$ cat config.mk
export PLATFORM = sky130hd
export DESIGN_NAME = ball_motion_render_flat
export DESIGN_NICKNAME = d
export VERILOG_FILES = /design/src/rtl/ball_pkg.sv /design/src/rtl/ball_motion_render_if.sv /design/src/rtl/ball_axis_step.sv /design/src/rtl/ball_motion_render.sv /design/src/flat_wrapper.sv
export SDC_FILE = /design/constraint.sdc
export NUM_CORES = 1
export LEC_CHECK = 0
export BUFFER_PORTS_ARGS = -buffer_cell sky130_fd_sc_hd__buf_2
export CORE_MARGIN = 8
export CORE_UTILIZATION = 50
export DETAILED_ROUTE_END_ITERATION = 6
export GPL_TIMING_DRIVEN = 0
export PLACE_DENSITY = 0.77
export SLEW_MARGIN = 10
export SYNTH_ARGS = -nofsm -noshare
export SYNTH_HDL_FRONTEND = slang
export SYNTH_SLANG_ARGS = --single-unit
$ cat constraint.sdc
create_clock -name clk_in -period 3.1 [get_ports clk_in]
set_input_delay 0.155 -clock clk_in [delete_from_list [all_inputs] [get_ports clk_in]]
set_output_delay 0.155 -clock clk_in [all_outputs]
set_load 0.02 [all_outputs]
$ cat src/rtl/ball_pkg.sv
// ball_pkg: shared types and constants for the pong ball sprite.
// Holds default screen size, FSM states, direction type and hit_edge bit map.
package ball_pkg;

   localparam int H_RES_DEF = 640;
   localparam int V_RES_DEF = 480;

   // Internal compare width: wide enough that pos+step never wraps.
   localparam int CW = 11;
   // Step register width.
   localparam int SW = 8;

   typedef enum logic [1:0] {
      SERVE = 2'd0,
      RUN   = 2'd1,
      PAUSE = 2'd2
   } state_t;

   typedef enum logic {
      DIR_POS = 1'b0,
      DIR_NEG = 1'b1
   } dir_t;

   // hit_edge = {top, bottom, left, right}
   localparam int HIT_TOP   = 3;
   localparam int HIT_BOT   = 2;
   localparam int HIT_LEFT  = 1;
   localparam int HIT_RIGHT = 0;

endpackage

$ cat src/rtl/ball_motion_render_if.sv
// ball_motion_render_if: raster-in / ball-out bus of the ball sprite.
// master = raster source + game logic, slave = ball_motion_render.
interface ball_motion_render_if;

   logic       o_active;
   logic [9:0] o_x;
   logic [8:0] o_y;
   logic       color;
   logic [9:0] ball_x;
   logic [8:0] ball_y;
   logic [3:0] hit_edge;

   modport master (
      output o_active, o_x, o_y,
      input  color, ball_x, ball_y, hit_edge
   );

   modport slave (
      input  o_active, o_x, o_y,
      output color, ball_x, ball_y, hit_edge
   );

endinterface

$ cat src/rtl/ball_axis_step.sv
// ball_axis_step: one axis of ball motion (position, direction, step, bounce).
// Ports: clk_in, i_rst, i_serve (reload), i_move (do one step),
//        o_pos (left/top edge), o_hit_lo / o_hit_hi (registered edge pulses).
// Optional macro BALL_SPEEDUP_EN: each bounce raises the step up to STEP_MAX.
module ball_axis_step
   import ball_pkg::*;
#(
   parameter int LIMIT    = 640,
   parameter int SIZE     = 8,
   parameter int INIT     = 0,
   parameter int STEP0    = 1,
   parameter int STEP_MAX = 8,
   parameter int PW       = 10
) (
   input  logic          clk_in,
   input  logic          i_rst,
   input  logic          i_serve,
   input  logic          i_move,
   output logic [PW-1:0] o_pos,
   output logic          o_hit_lo,
   output logic          o_hit_hi
);

`ifdef BALL_SPEEDUP_EN
   localparam logic SPEEDUP = 1'b1;
`else
   localparam logic SPEEDUP = 1'b0;
`endif

   localparam logic [CW-1:0] HI_LIM    = CW'(LIMIT - SIZE);
   localparam logic [PW-1:0] POS_INIT  = PW'(INIT);
   localparam logic [SW-1:0] STEP_INIT = SW'(STEP0);
   localparam logic [SW-1:0] STEP_LIM  = SW'(STEP_MAX);

   logic [PW-1:0] r_pos;
   dir_t          r_dir;
   logic [SW-1:0] r_step;
   logic          r_hit_lo;
   logic          r_hit_hi;

   logic [CW-1:0] w_pos_ext;
   logic [CW-1:0] w_step_ext;
   logic [CW-1:0] w_sum;
   logic [CW-1:0] w_diff;
   logic          w_over;
   logic          w_under;
   logic          w_hit;

   assign w_pos_ext  = CW'(r_pos);
   assign w_step_ext = CW'(r_step);
   assign w_sum      = w_pos_ext + w_step_ext;
   assign w_diff     = w_pos_ext - w_step_ext;
   assign w_over     = w_sum > HI_LIM;
   assign w_under    = w_pos_ext < w_step_ext;
   assign w_hit      = (r_dir == DIR_POS) ? w_over : w_under;

   always_ff @(posedge clk_in) begin
      if (i_rst) begin
         r_pos    <= POS_INIT;
         r_dir    <= DIR_POS;
         r_step   <= STEP_INIT;
         r_hit_lo <= 1'b0;
         r_hit_hi <= 1'b0;
      end else begin
         r_hit_lo <= 1'b0;
         r_hit_hi <= 1'b0;
         if (i_serve) begin
            // direction survives a serve so play alternates naturally
            r_pos  <= POS_INIT;
            r_step <= STEP_INIT;
         end else if (i_move) begin
            if (r_dir == DIR_POS) begin
               if (w_over) begin
                  r_pos    <= PW'(HI_LIM);
                  r_dir    <= DIR_NEG;
                  r_hit_hi <= 1'b1;
               end else begin
                  r_pos <= PW'(w_sum);
               end
            end else begin
               if (w_under) begin
                  r_pos    <= '0;
                  r_dir    <= DIR_POS;
                  r_hit_lo <= 1'b1;
               end else begin
                  r_pos <= PW'(w_diff);
               end
            end
            // bounce test above used the old step; bump afterwards
            if (SPEEDUP && w_hit && (r_step < STEP_LIM))
               r_step <= r_step + SW'(1);
         end
      end
   end

   assign o_pos    = r_pos;
   assign o_hit_lo = r_hit_lo;
   assign o_hit_hi = r_hit_hi;

endmodule

$ cat src/rtl/ball_motion_render.sv
// ball_motion_render: pong ball sprite - serve delay, per-frame motion,
// four-edge bounce and registered pixel-on flag for the colour mux.
// Ports: clk_in, i_rst (sync, active-high), i_enable (0 = pause),
//        i_serve (re-centre), bus (ball_motion_render_if.slave:
//        o_active/o_x/o_y in; color/ball_x/ball_y/hit_edge out).
// Optional macro BALL_SPEEDUP_EN (in ball_axis_step): bounce speed-up.
module ball_motion_render
   import ball_pkg::*;
#(
   parameter int H_RES        = H_RES_DEF,
   parameter int V_RES        = V_RES_DEF,
   parameter int BALL_W       = 8,
   parameter int BALL_H       = 8,
   parameter int X_INIT       = 260,
   parameter int Y_INIT       = 300,
   parameter int STEP_X       = 5,
   parameter int STEP_Y       = 3,
   parameter int STEP_MAX     = 8,
   parameter int FRAME_DIV    = 1,
   parameter int SERVE_FRAMES = 60
) (
   input  logic                 clk_in,
   input  logic                 i_rst,
   input  logic                 i_enable,
   input  logic                 i_serve,
   ball_motion_render_if.slave  bus
);

   localparam logic [9:0]    X_LAST   = 10'(H_RES - 1);
   localparam logic [8:0]    Y_LAST   = 9'(V_RES - 1);
   localparam logic [15:0]   SRV_LAST = 16'(SERVE_FRAMES - 1);
   localparam logic [15:0]   DIV_LAST = 16'(FRAME_DIV - 1);
   localparam logic [CW-1:0] BW_M1    = CW'(BALL_W - 1);
   localparam logic [CW-1:0] BH_M1    = CW'(BALL_H - 1);

   state_t      r_state;
   state_t      w_state_nxt;
   logic [15:0] r_srv_cnt;
   logic [15:0] w_srv_nxt;
   logic [15:0] r_div_cnt;
   logic [15:0] w_div_nxt;
   logic        w_move;
   logic        r_corner_d;
   logic        w_corner;
   logic        w_eof;
   logic        r_color;

   logic [9:0]  w_ball_x;
   logic [8:0]  w_ball_y;
   logic        w_hit_l;
   logic        w_hit_r;
   logic        w_hit_t;
   logic        w_hit_b;

   logic [CW-1:0] w_px;
   logic [CW-1:0] w_py;
   logic [CW-1:0] w_bx;
   logic [CW-1:0] w_by;
   logic          w_in_box;

   // rising edge of the last-pixel condition: one strobe per frame
   // regardless of how many clocks each pixel lasts
   assign w_corner = (bus.o_x == X_LAST) && (bus.o_y == Y_LAST);
   assign w_eof    = w_corner && !r_corner_d;

   always_ff @(posedge clk_in) begin
      if (i_rst) begin
         r_state    <= SERVE;
         r_srv_cnt  <= '0;
         r_div_cnt  <= '0;
         r_corner_d <= 1'b0;
      end else begin
         r_state    <= w_state_nxt;
         r_srv_cnt  <= w_srv_nxt;
         r_div_cnt  <= w_div_nxt;
         r_corner_d <= w_corner;
      end
   end

   always_comb begin
      w_state_nxt = r_state;
      w_srv_nxt   = r_srv_cnt;
      w_div_nxt   = r_div_cnt;
      w_move      = 1'b0;
      if (i_serve) begin
         w_state_nxt = SERVE;
         w_srv_nxt   = '0;
         w_div_nxt   = '0;
      end else begin
         unique case (r_state)
            SERVE: begin
               if (i_enable && w_eof) begin
                  if (r_srv_cnt == SRV_LAST) begin
                     w_state_nxt = RUN;
                     w_srv_nxt   = '0;
                  end else begin
                     w_srv_nxt = r_srv_cnt + 16'd1;
                  end
               end
            end
            RUN: begin
               if (!i_enable) begin
                  w_state_nxt = PAUSE;
               end else if (w_eof) begin
                  if (r_div_cnt == DIV_LAST) begin
                     w_div_nxt = '0;
                     w_move    = 1'b1;
                  end else begin
                     w_div_nxt = r_div_cnt + 16'd1;
                  end
               end
            end
            PAUSE: begin
               if (i_enable)
                  w_state_nxt = RUN;
            end
            default: w_state_nxt = SERVE;
         endcase
      end
   end

   ball_axis_step #(
      .LIMIT    (H_RES),
      .SIZE     (BALL_W),
      .INIT     (X_INIT),
      .STEP0    (STEP_X),
      .STEP_MAX (STEP_MAX),
      .PW       (10)
   ) u_x (
      .clk_in   (clk_in),
      .i_rst    (i_rst),
      .i_serve  (i_serve),
      .i_move   (w_move),
      .o_pos    (w_ball_x),
      .o_hit_lo (w_hit_l),
      .o_hit_hi (w_hit_r)
   );

   ball_axis_step #(
      .LIMIT    (V_RES),
      .SIZE     (BALL_H),
      .INIT     (Y_INIT),
      .STEP0    (STEP_Y),
      .STEP_MAX (STEP_MAX),
      .PW       (9)
   ) u_y (
      .clk_in   (clk_in),
      .i_rst    (i_rst),
      .i_serve  (i_serve),
      .i_move   (w_move),
      .o_pos    (w_ball_y),
      .o_hit_lo (w_hit_t),
      .o_hit_hi (w_hit_b)
   );

   assign w_px = CW'(bus.o_x);
   assign w_py = CW'(bus.o_y);
   assign w_bx = CW'(w_ball_x);
   assign w_by = CW'(w_ball_y);

   assign w_in_box = bus.o_active
                   && (w_px >= w_bx) && (w_px <= w_bx + BW_M1)
                   && (w_py >= w_by) && (w_py <= w_by + BH_M1);

   always_ff @(posedge clk_in) begin
      if (i_rst)
         r_color <= 1'b0;
      else
         r_color <= w_in_box;
   end

   assign bus.color    = r_color;
   assign bus.ball_x   = w_ball_x;
   assign bus.ball_y   = w_ball_y;
   assign bus.hit_edge = {w_hit_t, w_hit_b, w_hit_l, w_hit_r};

endmodule

$ cat src/flat_wrapper.sv
// flat-port wrapper written by rule: the top's interface ports become plain ports
module ball_motion_render_flat import ball_pkg::*;
#(
   parameter int H_RES        = H_RES_DEF,
   parameter int V_RES        = V_RES_DEF,
   parameter int BALL_W       = 8,
   parameter int BALL_H       = 8,
   parameter int X_INIT       = 260,
   parameter int Y_INIT       = 300,
   parameter int STEP_X       = 5,
   parameter int STEP_Y       = 3,
   parameter int STEP_MAX     = 8,
   parameter int FRAME_DIV    = 1,
   parameter int SERVE_FRAMES = 60
)
  (clk_in, i_rst, i_enable, i_serve, bus_o_active, bus_o_x, bus_o_y, bus_color, bus_ball_x, bus_ball_y, bus_hit_edge);
  ball_motion_render_if bus_i ();
  input  logic clk_in;
  input  logic i_rst;
  input  logic i_enable;
  input  logic i_serve;
  input wire logic [$bits(bus_i.o_active)-1:0] bus_o_active;
  input wire logic [$bits(bus_i.o_x)-1:0] bus_o_x;
  input wire logic [$bits(bus_i.o_y)-1:0] bus_o_y;
  output wire logic [$bits(bus_i.color)-1:0] bus_color;
  output wire logic [$bits(bus_i.ball_x)-1:0] bus_ball_x;
  output wire logic [$bits(bus_i.ball_y)-1:0] bus_ball_y;
  output wire logic [$bits(bus_i.hit_edge)-1:0] bus_hit_edge;
  assign bus_i.o_active = bus_o_active;
  assign bus_i.o_x = bus_o_x;
  assign bus_i.o_y = bus_o_y;
  assign bus_color = bus_i.color;
  assign bus_ball_x = bus_i.ball_x;
  assign bus_ball_y = bus_i.ball_y;
  assign bus_hit_edge = bus_i.hit_edge;
  ball_motion_render #(.H_RES(H_RES), .V_RES(V_RES), .BALL_W(BALL_W), .BALL_H(BALL_H), .X_INIT(X_INIT), .Y_INIT(Y_INIT), .STEP_X(STEP_X), .STEP_Y(STEP_Y), .STEP_MAX(STEP_MAX), .FRAME_DIV(FRAME_DIV), .SERVE_FRAMES(SERVE_FRAMES)) u_core (.clk_in(clk_in), .i_rst(i_rst), .i_enable(i_enable), .i_serve(i_serve), .bus(bus_i));
endmodule
### Word level (Yosys, flattened, before mapping)

Cells that the tools add are included.

* bitwise logic cells: 4
* add/sub/neg operators: 8
* reductions and logical operators: 19
* mux-type cells: 26
* $lt $le $gt $ge: 8
* eq/ne operators: 9

Operators by type and width (number)
* $add A16 B1 Y16 const B: 2
* $mux W16: 2
* $mux W10: 3
* $mux W9: 3
* $add A10 B3 Y11 const B: 2
* $eq A16 B6 Y1 const B: 1
* $logic_not A16 Y1: 1
* $reduce_or A4 Y1: 4
* $mux W1: 13
* $gt A11 B10 Y1 const B: 1
* $gt A11 B9 Y1 const B: 1
* $le A10 B11 Y1: 1
* $le A9 B11 Y1: 1
* $add A9 B2 Y10 const B: 1
* $add A9 B3 Y10 const B: 1
* $eq A10 B10 Y1 const B: 1
* $ge A10 B10 Y1: 1
* $lt A10 B3 Y1 const B: 1
* $sub A10 B3 Y10 const B: 1
* $eq A9 B9 Y1 const B: 1
* $ge A9 B9 Y1: 1
* $lt A9 B2 Y1 const B: 1
* $sub A9 B2 Y9 const B: 1
* $mux W2: 4
* other kinds (13): 25

* flip-flop bits (word level): 61
* input bits: 24

### Longest topological paths before layout

Gate-level depths: netlist of the first run.

* depth after elaboration: 9
* mapped depth: 14
* gate-level depth less buffers: 13

### Cells and area by module

A second synthesis of the first run with hierarchy kept.

* cells, all modules: 651
* area, all modules: 5257.5 um2

Modules (own cells, without submodules)
* ball_motion_render: seq. area each 720.7 um2, instances 1, area an instance 3031.7 um2, cells each 366
* ball_axis_step at u_core.u_x: seq. area each 260.2 um2, instances 1, area an instance 1181.1 um2, cells each 156
* ball_axis_step at u_core.u_y: seq. area each 240.2 um2, instances 1, area an instance 1044.8 um2, cells each 129

### Worst setup path before layout of the first run

Ideal clock, no wire load.

* kind: register to register
* start point: register u_core.u_y.r_pos[0] (netlist: u_core.u_y.o_pos[0])
* end point: register u_core.r_color (netlist: u_core.bus.color)
* library setup time: 0.096 ns
* buffers on the path: 2
* path slack: 0.170 ns
* stages on the path, launching flop included: 13
* data required time: 3.004 ns
* data arrival time: 2.834 ns
* cells stage by stage: dfxtp_1 clkbuf_1 inv_1 ha_1 clkbuf_1 a21o_1 nor2_1 xnor2_1 ha_1 a2111oi_0 a211o_1 a21oi_1 nor4b_1

* word-level cells in the longest chain between the ends: 3
* elaborated cells between the ends (all ways): 5
* those cells by class: 1 x add/sub; 2 x order compare; 2 x reduce/logical

RTL lines
* start, declared: line ball_axis_step.sv:35 `logic [PW-1:0] r_pos;`
* start signal, assigned: line ball_axis_step.sv:74 `r_pos <= PW'(HI_LIM);`
* start signal, assigned: line ball_axis_step.sv:78 `r_pos <= PW'(w_sum);`
* start signal, assigned: line ball_axis_step.sv:86 `r_pos <= PW'(w_diff);`
* $add A9 B3 Y10 or $ge A9 B9 Y1 (tied branches): line ball_motion_render.sv:163 `&& (w_py >= w_by) && (w_py <= w_by + BH_M1);`
* $le A9 B11 Y1 or $logic_and A1 B1 Y1 (tied branches): line ball_motion_render.sv:163
* $logic_and A1 B1 Y1 (*): line ball_motion_render.sv:163
* end signal, assigned: line ball_motion_render.sv:169 `r_color <= w_in_box;`
* end, declared: line ball_motion_render.sv:46 `logic r_color;`

Mark *: on every way between the ends. The rest lies on a longest branch, timed or not.
A chain may end at the register's enable or synchronous reset.

### Worst setup path in the final report of the first run

* start point: register u_core.u_x.r_pos[0] (netlist: u_core.u_x.o_pos[0])
* end point: register u_core.r_color (netlist: u_core.bus.color)

* word-level cells in the longest chain between the ends: 5
* elaborated cells between the ends (all ways): 7
* those cells by class: 1 x add/sub; 2 x order compare; 4 x reduce/logical

RTL lines
* start, declared: line ball_axis_step.sv:35
* start signal, assigned: line ball_axis_step.sv:74
* start signal, assigned: line ball_axis_step.sv:78
* start signal, assigned: line ball_axis_step.sv:86
* $add A10 B3 Y11 or $ge A10 B10 Y1 (tied branches): line ball_motion_render.sv:162 `&& (w_px >= w_bx) && (w_px <= w_bx + BW_M1)`
* $le A10 B11 Y1 or $logic_and A1 B1 Y1 (tied branches): line ball_motion_render.sv:162
* $logic_and A1 B1 Y1 (*): line ball_motion_render.sv:162
* $logic_and A1 B1 Y1 (*) (2 in series): line ball_motion_render.sv:163

Marks and branches as above.

==> metrics, run 1 <==
outcome completed; Worst Clk Skew 0.0145 ns; TritonCTS clock tree done; crit share post-route 0.937; crit path time final 2.91 ns; initial core utilization 0.513; Worst-Skew Late Latency 0.35 ns; VDD IR max 243 uV; LEAKAGE 2.08 nW; post-synth cell types 65; GR Overflow Total 0; Post-Syn Instances 654; diode count 0; Via Count 5192; aggregate global-route resource usage 0.213; Syn Nets 725; grt met1 use 0.271; clk buf depth 2; final setup fails 0; DRT Pass-1 Iters 5; Port Buf Inserts 47; Num CTS Buffers 9; Post-synth EDFFs 0; Ports 48; syn avg cell area 7.63 um2; met3 usage in global routing 0.0349; initial drt markers 364; row count 36; setup TNS 0 ns; Seq/Total Area, Yosys 0.245; clk sinks 61; Die Area 0.0134 mm2; number of hold violations in the final report 0; Core Area 0.00973 mm2; WL final 14400 um; CP Capture Type register; Worst Path Max Fanout 9; routing usage on met2 0.352; DRC Markers 0; initial antenna violation count 0; Vias/cell 6.12; Layout Nets 782; Most Crowded Layer GR met2; Synth Warn # 0; Final Power 1.62 mW; maxcap violations 0; chip height 116 um; routability cong. 0.944; # hold bufs at CTS 0; Hold WC Path Type in -> reg; Mapped Area 0.00499 mm2; width of the die 116 um; number of global-route vias before repair 4910; largest net degree at the start of global routing 12; Clock Tree Root clkbuf_8; RSZ-0062 raised after global routing no; Worst slew margin 0.518; Setup CP Type reg -> reg; Area Overhead vs Synth 13.1%; Pins Over Slew Limit 0; H-tree levels 3; number of routed nets with antenna violations 0; top_reg_cell synth dfxtp_1; share of layout cells above drive strength 1 0.133; routed length per instance 17.0 um; pwr/cell area 288 mW/mm2; CP Data Arrival Time 3.16 ns; HPWL after DPL 10900 um; Post-synth ARST share 0; fmax 344 MHz; worst slew pin tran 0.720 ns; CP required 3.36 ns; Yosys reg bits 61; CTS clk-pin slew, worst paths 0.08 ns; startpoint types register; first-pass GRT wire length 23400 um; Final Util 0.580
## worst paths after layout
kind                                            end  slack, ns                start  cells past startpoint
worst max register to register     u_core.bus.color       0.19  u_core.u_x.o_pos[0]                     11
worst min register to register  u_core.r_srv_cnt[1]       0.54  u_core.r_srv_cnt[1]                      2
worst max-delay path               u_core.bus.color       0.19  u_core.u_x.o_pos[0]                     11
worst min-delay path              u_core.r_state[1]       0.01             i_enable                      2
## routing by layer
layer / wire length [um] / part of all wire / vias up
li1: - / - / 2508
met1: 6390 / 0.44 / 2464
met2: 6790 / 0.47 / 193
met3: 999 / 0.069 / 27
met4: 233 / 0.016 / 0
met5: 0 / 0 / -
## kinds of logic (layout without fill, tap and decap cells)
kind of cell / after synthesis / count (layout) / share of synthesized area
flip-flops: 61 / 61 / 0.245
multiplexers: 4 / 4 / 0.00802
buffers and inverters: 71 / 133 / 0.0574
AND/OR/NAND/NOR: 267 / 267 / 0.282
XOR/XNOR: 52 / 52 / 0.0912
AO/OA/AOI/OAI: 152 / 152 / 0.199
adder cells (fa/ha/maj): 47 / 47 / 0.118
## where the power goes
part           total, mW  internal [mW]  switching, mW
logic              0.115         0.0470         0.0678
registers          0.783          0.783      0.0000349
clock network      0.727          0.395          0.332
total               1.62           1.22          0.400
## worst max-delay path, stage by stage, from the launching register on
cell and delay, ns:
dfxtp_2 0.38, clkbuf_4 0.21, inv_1 0.08, ha_1 0.25, nand2_1 0.18, nand3_1 0.13, xnor2_1 0.24, ha_1 0.30
a2111oi_1 0.42, a211oi_1 0.12, o21ai_0 0.27, nor4b_2 0.23
## sequential cells by signal (all words and copies together), names as in the netlist
signal and flops:
u_core.r_corner_d 1, u_core.u_x.o_hit_hi 1, u_core.u_x.r_dir 1, u_core.u_y.o_hit_hi 1, u_core.r_div_cnt 16, u_core.bus.color 1
u_core.u_y.r_dir 1, u_core.r_srv_cnt 16, u_core.u_y.o_hit_lo 1, u_core.u_y.o_pos 9, u_core.u_x.o_pos 10, u_core.r_state 2
u_core.u_x.o_hit_lo 1
## area by class of cell
class / count / area [um2]
sequential: 61 / 1220
multi-input combinational: 522 / 3520
clock buffer: 11 / 141
fill: 912 / 4090
timing repair buffer: 47 / 235
buffer: 36 / 169
clock inverter: 5 / 60.1
tap: 133 / 166
inverter: 34 / 128
## cell usage after synthesis, types with 7 or more instances
| library cell | count | area [um2] |
|---|---|---|
| nor2_1 | 73 | 274 |
| dfxtp_1 | 61 | 1220 |
| ha_1 | 47 | 588 |
| xnor2_1 | 41 | 359 |
| nand2_1 | 39 | 146 |
| o21ai_0 | 39 | 195 |
| a21oi_1 | 35 | 175 |
| inv_1 | 34 | 128 |
| nand3_1 | 30 | 150 |
| clkbuf_1 | 29 | 109 |
| nor3_1 | 25 | 125 |
| nand4_1 | 20 | 125 |
| nor4_1 | 12 | 75.1 |
| a31oi_1 | 11 | 68.8 |
| xor2_1 | 11 | 96.3 |
| nand2b_1 | 9 | 56.3 |
| o211ai_1 | 8 | 60.1 |
| and4_1 | 7 | 61.3 |
## placed cells by master (no fill, tap or decap), types with 5 or more instances in the layout
cell,count
nor4_1,12
and3_1,5
nor2_1,73
nor3_1,25
ha_1,46
or2_2,5
and2_1,6
a31oi_1,11
nand2b_1,9
clkbuf_2,5
clkbuf_8,10
inv_1,34
o211ai_1,8
or4_1,6
o21ai_0,39
nand2_1,39
nand4_1,20
and4_1,7
a21oi_1,35
nor2b_1,5
o22ai_1,5
nand3_1,30
xor2_1,11
buf_2,51
o21a_1,5
clkbuf_1,22
a21o_1,6
xnor2_1,41
dfxtp_1,58
## per-stage QoR
step | cells | instance area, um2 | setup slack [ns] | hold slack, ns
finish | 849 | 5640 | 0.195 | 0.0111
detailed placement | 834 | 5390 | -0.228 | 0.372
global route | 849 | 5640 | 0.00491 | 0.00988
CTS | 850 | 5600 | 0.0384 | 0.000414
global placement | 834 | 5390 | -0.0473 | 0.367
floorplan | 654 | 4990 | 0.170 | 0.224
## repair_timing
action	CTS	global route
resized for setup	4	22
cloned	0	0
buffers inserted	0	0
pin swaps	0	0
setup endpoints to repair	1	1
Note: power is estimated with default switching activity, not from simulation.
==> run 2: changes to the inputs <==
--- a/config.mk
+++ b/config.mk
@@ -8,6 +8,7 @@
 export BUFFER_PORTS_ARGS = -buffer_cell sky130_fd_sc_hd__buf_2
 export CORE_MARGIN = 8
 export CORE_UTILIZATION = 50
+export CTS_BUF_LIST = sky130_fd_sc_hd__clkbuf_8
 export DETAILED_ROUTE_END_ITERATION = 6
 export GPL_TIMING_DRIVEN = 0
 export PLACE_DENSITY = 0.77
==> run 2 against run 1 <==
- highest routed layer unchanged
- sequential power hardly changed
- non-clock buffer count did not move
- fmax is essentially flat
- final cell count did not move
==> metrics, run 2 (same netlist as run 1, synthesis figures left out) <==
final setup fails 0 (unchanged); Final Util 0.580 (unchanged); crit share post-route 0.937 (about the same); width of the die 116 um (unchanged); row count 36 (unchanged); maxcap violations 0 (unchanged); routability cong. 0.944 (unchanged); leading cell type in the layout, fill and taps excluded nor2_1; RSZ-0062 raised after global routing no; Setup Fix Bufs, Post-CTS 0 (unchanged); fmax 344 MHz (about the same); initial antenna violation count 0 (unchanged); setup TNS 0 ns (unchanged); Vias/cell 6.10 (-0.21%); startpoint types register; crit path time final 2.91 ns (+0.000445 ns); chip height 116 um (unchanged); first-pass GRT wire length 23400 um (unchanged); DRT Pass-1 Iters 5 (unchanged); Worst Clk Skew 0.0148 ns (+0.000284 ns); commonest cells after routing, fill and taps aside 73 x nor2_1, 58 x dfxtp_1, 51 x buf_2; DRC Markers 0 (unchanged); CP Capture Type register; Worst-Skew Late Latency 0.35 ns (about the same); outcome completed; WL final 14400 um (-0.30%); Hold WC Path Type in -> reg; final worst slack 0.195 ns (-0.000445 ns); H-tree levels 3 (unchanged); CTS clk-pin slew, worst paths 0.08 ns (about the same); Num CTS Buffers 9 (unchanged); Layout Nets 782 (unchanged); Setup CP Type reg -> reg; share of layout cells above drive strength 1 0.133 (unchanged); GR Overflow Total 0 (unchanged); Post-Layout Cell Count 849 (unchanged); Clock Tree Root clkbuf_8; number of routed nets with antenna violations 0 (unchanged); Worst slew margin 0.519 (+0.000897); number of hold violations in the final report 0 (unchanged); Pins Over Slew Limit 0 (unchanged); Core Area 0.00973 mm2 (unchanged); initial drt markers 364 (unchanged); HPWL after DPL 10900 um (unchanged); largest net degree at the start of global routing 12 (unchanged); design area 0.00564 mm2 (unchanged); Worst Path Max Fanout 9 (unchanged); routed length per instance 16.9 um (-0.30%); clk sinks 61 (unchanged); LEAKAGE 2.09 nW (+0.20%); Die Area 0.0134 mm2 (unchanged); # hold bufs at CTS 0 (unchanged); Area Overhead vs Synth 13.1% (unchanged); diode count 0 (unchanged); aggregate global-route resource usage 0.213 (unchanged); TritonCTS clock tree done; Final Power 1.62 mW (-0.20%); Ports 48 (unchanged); worst slew pin tran 0.719 ns (-0.00134 ns); clk buf depth 2 (unchanged); Inst Count DP 834 (unchanged); placed cell areas 0.00539 mm2 (unchanged); VDD IR max 243 uV (about the same); number of global-route vias before repair 4910 (unchanged); CP required 3.36 ns (about the same); pwr/cell area 287 mW/mm2 (-0.20%); Via Count 5181 (-0.21%); Port Buf Inserts 47 (unchanged); CP Data Arrival Time 3.16 ns (about the same); initial core utilization 0.513 (unchanged); worst-case hold slack 0.0100 ns (-0.00105 ns); DP Worst Slack -0.228 ns (unchanged)
==> run 2: layout make-up <==
class | count | area (um2)
clock inverters | 6 | 63.8
inverters | 34 | 128
plain buffers | 36 | 169
flip-flops and latches | 61 | 1220
fillers | 912 | 4090
repair buffers | 47 | 235
clock buffers | 10 | 138
multi-input cells | 522 | 3520
well taps | 133 | 166
==> run 2: worst paths after layout <==
check / depth (start not counted) / startpoint / endpoint / slack, ns
worst max-delay path: 11 / u_core.u_x.o_pos[0] / u_core.bus.color / 0.19
worst min-delay path: 2 / i_enable / u_core.r_state[1] / 0.01
worst max register to register: 11 / u_core.u_x.o_pos[0] / u_core.bus.color / 0.19
worst min register to register: 2 / u_core.r_srv_cnt[1] / u_core.r_srv_cnt[1] / 0.54
==> run 2: power breakdown <==
| part | leakage [nW] | switching [mW] | internal (mW) |
|---|---|---|---|
| logic | 1.49 | 0.0678 | 0.0470 |
| registers | 0.493 | 0.0000349 | 0.783 |
| clock network | 0.104 | 0.332 | 0.391 |
==> run 2: repair_timing <==
action / CTS / global route
resized for setup: 4 / 22
cloned: 0 / 0
endpoints found under the setup margin: 1 / 1
==> run 2: per-layer routing <==
metal / up-vias / share of wire / GRT usage
met5: - / 0 / 0
met4: 0 / 0.016 / 0.0787
met3: 27 / 0.067 / 0.0349
met2: 187 / 0.47 / 0.352
met1: 2462 / 0.44 / 0.271
li1: 2505 / - / -
==> run 2: worst max-delay path, stage by stage, from the launching register on <==
cell       delay (ns)
dfxtp_2          0.38
clkbuf_4         0.21
inv_1            0.08
ha_1             0.25
nand2_1          0.18
nand3_1          0.13
xnor2_1          0.24
ha_1             0.30
a2111oi_1        0.42
a211oi_1         0.12
o21ai_0          0.27
nor4b_2          0.23
